File: src/rtl/regfile_wr_ctrl.sv
// Write-port controller for the 32x32 register file: arbitrates pipeline writeback and a buffered
// multi-cycle result onto one write port. Define RF_WR_CTRL_CLEAR_EN to clear x1..x31 after reset.
module regfile_wr_ctrl #(
  parameter int MAX_WAIT = 4,
  parameter int AGE_W    = 4
) (
  input  logic        clk,
  input  logic        rst,
  input  logic        pipe_we,
  input  logic [4:0]  pipe_rd,
  input  logic [31:0] pipe_wdata,
  input  logic        mc_valid,
  input  logic [4:0]  mc_rd,
  input  logic [31:0] mc_wdata,
  output logic        mc_ready,
  output logic        rf_we,
  output logic [4:0]  rf_rd,
  output logic [31:0] rf_wdata,
  output logic        stall_req,
  output logic        busy,
  output logic        buf_pending
);

  localparam logic [AGE_W-1:0] AGE_MAX = AGE_W'(MAX_WAIT);

  logic             buf_valid_q, buf_valid_d;
  logic [4:0]       buf_rd_q, buf_rd_d;
  logic [31:0]      buf_data_q, buf_data_d;
  logic [AGE_W-1:0] age_q, age_d;
  logic             clearing;
  logic             pw;

`ifdef RF_WR_CTRL_CLEAR_EN
  typedef enum logic {ST_CLEAR, ST_RUN} state_e;

  state_e     state_q, state_d;
  logic [4:0] clr_cnt_q, clr_cnt_d;

  assign clearing = (state_q == ST_CLEAR);
  assign busy     = rst | clearing;

  always_comb begin
    state_d   = state_q;
    clr_cnt_d = clr_cnt_q;
    if (clearing) begin
      clr_cnt_d = clr_cnt_q + 5'd1;
      if (clr_cnt_q == 5'd31) state_d = ST_RUN;
    end
  end

  always_ff @(posedge clk) begin
    if (rst) begin
      state_q   <= ST_CLEAR;
      clr_cnt_q <= 5'd1;
    end else begin
      state_q   <= state_d;
      clr_cnt_q <= clr_cnt_d;
    end
  end
`else
  assign clearing = 1'b0;
  assign busy     = 1'b0;
`endif

  assign pw = pipe_we & (pipe_rd != 5'd0);

  always_comb begin
    // NOTE: every output and next-state value gets a default first so no path through the
    // if/else chain leaves one unassigned, which would infer a latch.
    rf_we       = 1'b0;
    rf_rd       = 5'd0;
    rf_wdata    = 32'd0;
    mc_ready    = 1'b0;
    stall_req   = 1'b0;
    buf_pending = 1'b0;
    buf_valid_d = buf_valid_q;
    buf_rd_d    = buf_rd_q;
    buf_data_d  = buf_data_q;
    age_d       = age_q;

    if (rst) begin
      // Outputs stay quiet; the register stage discards the buffer.
    end else if (clearing) begin
`ifdef RF_WR_CTRL_CLEAR_EN
      rf_we = 1'b1;
      rf_rd = clr_cnt_q;
`endif
    end else begin
      mc_ready    = ~buf_valid_q;
      buf_pending = buf_valid_q;
      stall_req   = buf_valid_q & (age_q == AGE_MAX);

      if (pw) begin
        rf_we    = 1'b1;
        rf_rd    = pipe_rd;
        rf_wdata = pipe_wdata;
        // A younger pipeline write to the same register makes the buffered value stale.
        if (buf_valid_q && (pipe_rd == buf_rd_q)) buf_valid_d = 1'b0;
      end else if (buf_valid_q) begin
        rf_we       = 1'b1;
        rf_rd       = buf_rd_q;
        rf_wdata    = buf_data_q;
        buf_valid_d = 1'b0;
      end

      if (buf_valid_q && buf_valid_d && (age_q != AGE_MAX)) age_d = age_q + AGE_W'(1);

      // mc_ready implies an empty buffer, so a load never collides with a drain.
      if (mc_valid && mc_ready && (mc_rd != 5'd0)) begin
        buf_valid_d = 1'b1;
        buf_rd_d    = mc_rd;
        buf_data_d  = mc_wdata;
        age_d       = '0;
      end
    end
  end

  // NOTE: sequential state uses non-blocking assignments so every flop samples pre-edge values.
  always_ff @(posedge clk) begin
    if (rst) begin
      buf_valid_q <= 1'b0;
      age_q       <= '0;
    end else begin
      buf_valid_q <= buf_valid_d;
      age_q       <= age_d;
    end
  end

  // NOTE: the buffer payload is qualified by buf_valid_q, so it is deliberately left unreset.
  always_ff @(posedge clk) begin
    buf_rd_q   <= buf_rd_d;
    buf_data_q <= buf_data_d;
  end

endmodule
File: config.mk
export PLATFORM = sky130hd
export DESIGN_NAME = regfile_wr_ctrl
export DESIGN_NICKNAME = d
export VERILOG_FILES = /design/src/rtl/regfile_wr_ctrl.sv
export SDC_FILE = /design/constraint.sdc
export NUM_CORES = 1
export LEC_CHECK = 0
export BUFFER_PORTS_ARGS = -buffer_cell sky130_fd_sc_hd__buf_4
export CORE_MARGIN = 4
export CORE_UTILIZATION = 45
export DETAILED_ROUTE_END_ITERATION = 16
export HOLD_SLACK_MARGIN = 0.02
export PLACE_DENSITY = 0.83
export SYNTH_ARGS = -nofsm -noshare
export SYNTH_HDL_FRONTEND = slang
export SYNTH_SLANG_ARGS = --single-unit
File: constraint.sdc
create_clock -name clk -period 8.5 [get_ports clk]
set_input_delay 1.7 -clock clk [delete_from_list [all_inputs] [get_ports clk]]
set_output_delay 1.7 -clock clk [all_outputs]
set_load 0.05 [all_outputs]
==> flow_summary.ini, run 1 <==
[synth]
synth_edf_count = 37
avgSynthCellArea_sq_um = 14.1
ys_top_cells_by_area = edfxtp_1, a22o_1, dfxtp_1, buf_6, nand3_1
post-synth-top-count-cell = edfxtp_1
yosysSeqAreaShare_pct = 61.5
synth_largest_area_cell = edfxtp_1
ys_seq_elements = 42
async_flop_share_pct = 0
synth_cell_types = 34
synth_ff_type = edfxtp_1
synth_top_area_share_pct = 56.4
syn_nets = 220
syn_area_sq_um = 1970
syn_inst = 140
synth_warnings = 0
synth_commonest_cells = edfxtp_1, a22o_1, nor2_1

[detailed_routing]
routed_wl_mm = 4.97
ant_nets = 0
drt_iter0_markers = 78
drt_first_pass_iters = 4
routedWlPerCell_um = 16.1
vias = 1587
via_per_inst = 5.14
drc = 0

[clock_tree]
cts_tree = done
clock_path_buffers = 2
clock-root-buffer = clkbuf_8
cts_resized = 0
clk_pin_slew_worst_paths_ns = 0.08
cts_made_buffers = 5
clkSinkCount = 42
htreeDepth = 2
hold_buffers = 0
clock_latency_ns = 0.29
post_cts_buffers = 0

[power]
p_leak_nw = 1.30
power.density_nw_per_um2 = 171
pwr-share-clk_pct = 30.5
switching_share_pct = 27.1
max-vdd-ir-drop_mv = 0.131
seqPwrFrac_pct = 47.0
power_switching_w = 0.000137
intPower_w = 0.000368
comb_power_share_pct = 22.5

[finish]
seq_area_sq_um = 1210
fillers = 298
design.final.nets = 338
multi_input_area_sq_um = 672
final_util_pct = 72.0
area_delta_synth_final_pct = 50.4
final_layout_size_suffix_gt1_share_pct = 52.5
antenna_cells = 0

[timing]
timing.final.ws_setup_ns = 3.35
hold_violations = 0
grt_setup_unrepaired = no
period_share_pct = 60.6
relSlewSlack_pct = 33.0
setup_tns_ns = 0
fin_crit_ns = 5.15
clock.fmax_ghz = 0.194
tightest_slew_ns = 1.00
finClkSkew_ns = 0.00374
setup_viol = 0
maxSlewViolCount = 0

[global_routing]
grtUsageTotal_pct = 18.2
grt_max_degree = 38
antenna_found_initial = 0
grt-ovfl-total = 0
grt_pass1_vias = 1591
grt_pass1_wl_mm = 7.43

[worst_setup_path]
critPathLaunchType = input port
path_common_cell = buf_4
critPathArrivalTime_ns = 3.45
crit_chain = buf_4 -> or4_4 -> o21a_4 -> nor2_8 -> a22o_1 -> buf_4
max_stage_delay_ns = 0.54
crit_family = simple AND/OR/NAND/NOR gates
cp.required_ns = 6.80
path_buf_inv = 2
critical-path-slowest-cell = or4_4
critical_path_peak_fanout = 35
crit_path_end_kind = output port
criticalPathCategory = in2out

[die]
pin_count = 120
dieArea_sq_um = 5500
rows = 23
core_area_sq_um = 4120
fp.dieW_um = 74.2
die_h_um = 74.2
start_util_pct = 47.9

[run_status]
outcome = finished clean

[placement]
globalplace.congestion = 0.819
portBuffers = 118
pre_cts_ws_ns = 3.34
hpwl_mm = 3.75

[flow_run]
cap_violations = 0

[min_path]
hp-class = reg2reg
-- through the flow --
stage / cells / total power, W / cell area (sq um) / hold WS [ns]
after detailed placement: 301 / 0.000357 / 2850 / 0.485
final: 309 / 0.000506 / 2960 / 0.500
after global routing: 309 / 0.000526 / 2960 / 0.554
after floorplan: 140 / 0.000309 / 1970 / 0.455
after global placement: 301 / 0.000355 / 2850 / 0.472
after CTS: 309 / 0.000510 / 2960 / 0.510
-- cells by family after synthesis --
family,share of synthesized area (%)
XOR/XNOR,2.22
adder cells (fa/ha/maj),1.27
multiplexers,0.508
AND/OR/NAND/NOR,8.20
AO/OA/AOI/OAI,21.3
buffers and inverters,4.76
other,0.190
flip-flops,61.5
-- worst paths after layout --
check | end | slack (ns) | depth (start not counted) | start
hold reg to reg | age_q[3] | 0.50 | 2 | age_q[3]
setup reg to reg | buf_data_q[18] | 6.38 | 3 | buf_valid_q
setup / recovery | rf_wdata[6] | 3.35 | 6 | pipe_rd[1]
hold / removal | age_q[3] | 0.50 | 2 | age_q[3]
-- cell usage in the layout, fill, tap and decap left out, types with 2 or more instances in the layout --
| cell type | instances |
|---|---|
| buf_4 | 119 |
| edfxtp_1 | 37 |
| a22o_1 | 34 |
| nor2_1 | 7 |
| nand3_1 | 6 |
| dfxtp_1 | 5 |
| clkbuf_8 | 5 |
| inv_1 | 4 |
| nand2_1 | 4 |
| a21oi_1 | 3 |
| o21ai_0 | 3 |
| xnor2_1 | 3 |
| nand2b_1 | 2 |
| nor3_1 | 2 |
| xor2_1 | 2 |
| a21boi_0 | 2 |
| ha_1 | 2 |
| clkinv_2 | 2 |
-- layer usage --
metal / routed length [um] / share of wire (%) / GRT usage, %
met5: 0 / 0 / 0
met4: 57 / 1.1 / 4.83
met3: 612 / 12 / 6.89
met2: 2450 / 49 / 32.2
met1: 1860 / 37 / 20.6
-- cell type report --
class / count / share of cell area (%)
Clock buffer: 5 / 2.32
Clock inverter: 3 / 1.35
Inverter: 4 / 0.507
Multi-Input combinational cell: 86 / 22.7
Sequential cell: 42 / 40.9
Tap cell: 50 / 2.11
Timing Repair Buffer: 119 / 30.2
-- worst register-to-register path: stages (launching register included) --
cell and delay, ns:
dfxtp_1 0.39, nand2b_1 0.17, a21oi_1 0.28, nor2b_4 0.89
-- registers in the layout (all words and copies together), names as in the netlist --
signal	count
buf_data_q	32
buf_rd_q	5
age_q	4
buf_valid_q	1
-- power by group through the flow --
stage	sequential, W	combinational [W]	clock, W
6_report	0.000238	0.000114	0.000154
5_1_grt	0.000239	0.000120	0.000167
4_1_cts	0.000238	0.000115	0.000157
3_5_place_dp	0.000242	0.000114	0
3_3_place_gp	0.000242	0.000113	0
2_1_floorplan	0.000242	0.0000669	0
No activity file was read; power rests on OpenSTA's default activity.
==> inputs of run 2 (changes only) <==
--- a/config.mk
+++ b/config.mk
@@ -7,10 +7,10 @@
 export LEC_CHECK = 0
 export BUFFER_PORTS_ARGS = -buffer_cell sky130_fd_sc_hd__buf_4
 export CORE_MARGIN = 4
-export CORE_UTILIZATION = 45
+export CORE_UTILIZATION = 43
 export DETAILED_ROUTE_END_ITERATION = 16
 export HOLD_SLACK_MARGIN = 0.02
-export PLACE_DENSITY = 0.83
+export PLACE_DENSITY = 0.8
 export SYNTH_ARGS = -nofsm -noshare
 export SYNTH_HDL_FRONTEND = slang
 export SYNTH_SLANG_ARGS = --single-unit
==> constraint.sdc (replaced) <==
create_clock -name clk -period 4.9 [get_ports clk]
set_input_delay 0.98 -clock clk [delete_from_list [all_inputs] [get_ports clk]]
set_output_delay 0.98 -clock clk [all_outputs]
set_load 0.05 [all_outputs]
==> flow_summary.ini, run 2 (synthesis gave the netlist of run 1 again) <==
[run_status]
outcome = finished clean

[min_path]
hp-class = reg2reg
hold_depth = 2

[clock_tree]
htreeDepth = 2
cts_resized = 0
cts_tree = done
clkSinkCount = 42
clock_latency_ns = 0.29
clock_path_buffers = 2
clock-root-buffer = clkbuf_8
cts_made_buffers = 5
post_cts_buffers = 0
clk_pin_slew_worst_paths_ns = 0.07
hold_buffers = 0

[finish]
multi_input_area_sq_um = 672
final_common_cell = buf_4
top_regs = buf_data_q (32), buf_rd_q (5), age_q (4)
design.final.nets = 338
regMostFlops = buf_data_q
area_delta_synth_final_pct = 50.6
largest_reg_flops = 32
final_cell_mix = buf_4, edfxtp_1, a22o_1, nor2_1, nand3_1
antenna_cells = 0
fillers = 332
final_layout_size_suffix_gt1_share_pct = 52.5
final_area_sq_um = 2970
seq_area_sq_um = 1210

[worst_setup_path]
crit_path_end_kind = output port
critPathLaunchType = input port
crit_chain = buf_4 -> or4_4 -> o21a_4 -> nor2_8 -> a22o_1 -> buf_4
cp.required_ns = 3.92
crit_family = simple AND/OR/NAND/NOR gates
cp.depth = 6
critical-path-slowest-cell = or4_4
path_buf_inv = 2
critPathArrivalTime_ns = 2.73
r2r_cells = 3
path_common_cell = buf_4
criticalPathCategory = in2out
max_stage_delay_ns = 0.54
critical_path_peak_fanout = 35

[die]
pin_count = 120
rows = 24
start_util_pct = 44.9
core_area_sq_um = 4380
fp.dieW_um = 75.7
die_h_um = 75.7
dieArea_sq_um = 5730

[timing]
clock.fmax_ghz = 0.269
period_share_pct = 75.8
maxSlewViolCount = 0
setup_viol = 0
tightest_slew_ns = 1.01
setup_tns_ns = 0
fin_crit_ns = 3.71
finClkSkew_ns = 0.00474
grt_setup_unrepaired = no
timing.hold.ws_ns = 0.491
relSlewSlack_pct = 32.6
hold_violations = 0

[power]
power_switching_w = 0.000233
seqPwrFrac_pct = 47.3
power.density_nw_per_um2 = 294
power_w = 0.000873
comb_power_share_pct = 22.6
p_leak_nw = 1.30
max-vdd-ir-drop_mv = 0.289
switching_share_pct = 26.7
pwr-share-clk_pct = 30.1
intPower_w = 0.000639

[placement]
globalplace.congestion = 0.751
hpwl_mm = 3.96
dpl-instance-area_sq_um = 2860
portBuffers = 118

[detailed_routing]
drt_first_pass_iters = 4
routed_wl_mm = 5.15
ant_nets = 0
drt_iter0_markers = 81
via_per_inst = 5.14
vias = 1598
drc = 0
routedWlPerCell_um = 16.6

[global_routing]
grt_pass1_wl_mm = 7.33
grtUsageTotal_pct = 17.7
grt_pass1_vias = 1579
antenna_found_initial = 0
grt-ovfl-total = 0
grt_max_degree = 38

[flow_run]
cap_violations = 0
## run 2: metrics by stage
| stage | std cells | setup WS, ns | util [%] |
|---|---|---|---|
| 2_1_floorplan | 140 | 1.33 | - |
| 4_1_cts | 311 | 1.17 | 67.6 |
| 3_5_place_dp | 303 | 1.17 | 65.2 |
| 5_1_grt | 311 | 1.11 | 67.6 |
| 3_3_place_gp | 303 | 1.20 | 65.2 |
| 6_report | 311 | 1.19 | 67.6 |
## run 2: power groups by stage
stage | logic [W] | clock network, W | registers [W]
final | 0.000198 | 0.000263 | 0.000412
after global routing | 0.000209 | 0.000291 | 0.000414
after CTS | 0.000199 | 0.000272 | 0.000413
after detailed placement | 0.000199 | 0 | 0.000421
after global placement | 0.000196 | 0 | 0.000420
after floorplan | 0.000116 | 0 | 0.000419
## run 2: layer usage
| metal | track usage (%) | routed length (um) | up-vias |
|---|---|---|---|
| met3 | 7.26 | 642 | 6 |
| li1 | - | - | 785 |
| met5 | 0 | 0 | - |
| met1 | 18.3 | 1860 | 722 |
| met2 | 32.6 | 2580 | 85 |
| met4 | 5.24 | 60 | 0 |
## run 2: worst register-to-register path: cells and delay by family, from the launching register on
family | cells | cell delay [ns]
DFF | 1 | 0.38
and+or+nand+nor | 2 | 1.05
AOI/OAI and AO/OA | 1 | 0.25
## run 2: worst paths after layout
kind | start | slack, ns | endpoint
worst max-delay path | pipe_rd[1] | 1.19 | rf_wdata[3]
worst min register to register | age_q[3] | 0.49 | age_q[3]
worst max register to register | buf_valid_q | 2.83 | buf_data_q[19]
worst min-delay path | age_q[3] | 0.49 | age_q[3]
## run 2: final cells by class
cell class	count	share of cell area, %
clock inverters	3	1.35
flip-flops and latches	42	40.8
multi-input cells	86	22.7
well taps	52	2.19
clock buffers	5	2.32
inverters	4	0.506
repair buffers	119	30.1
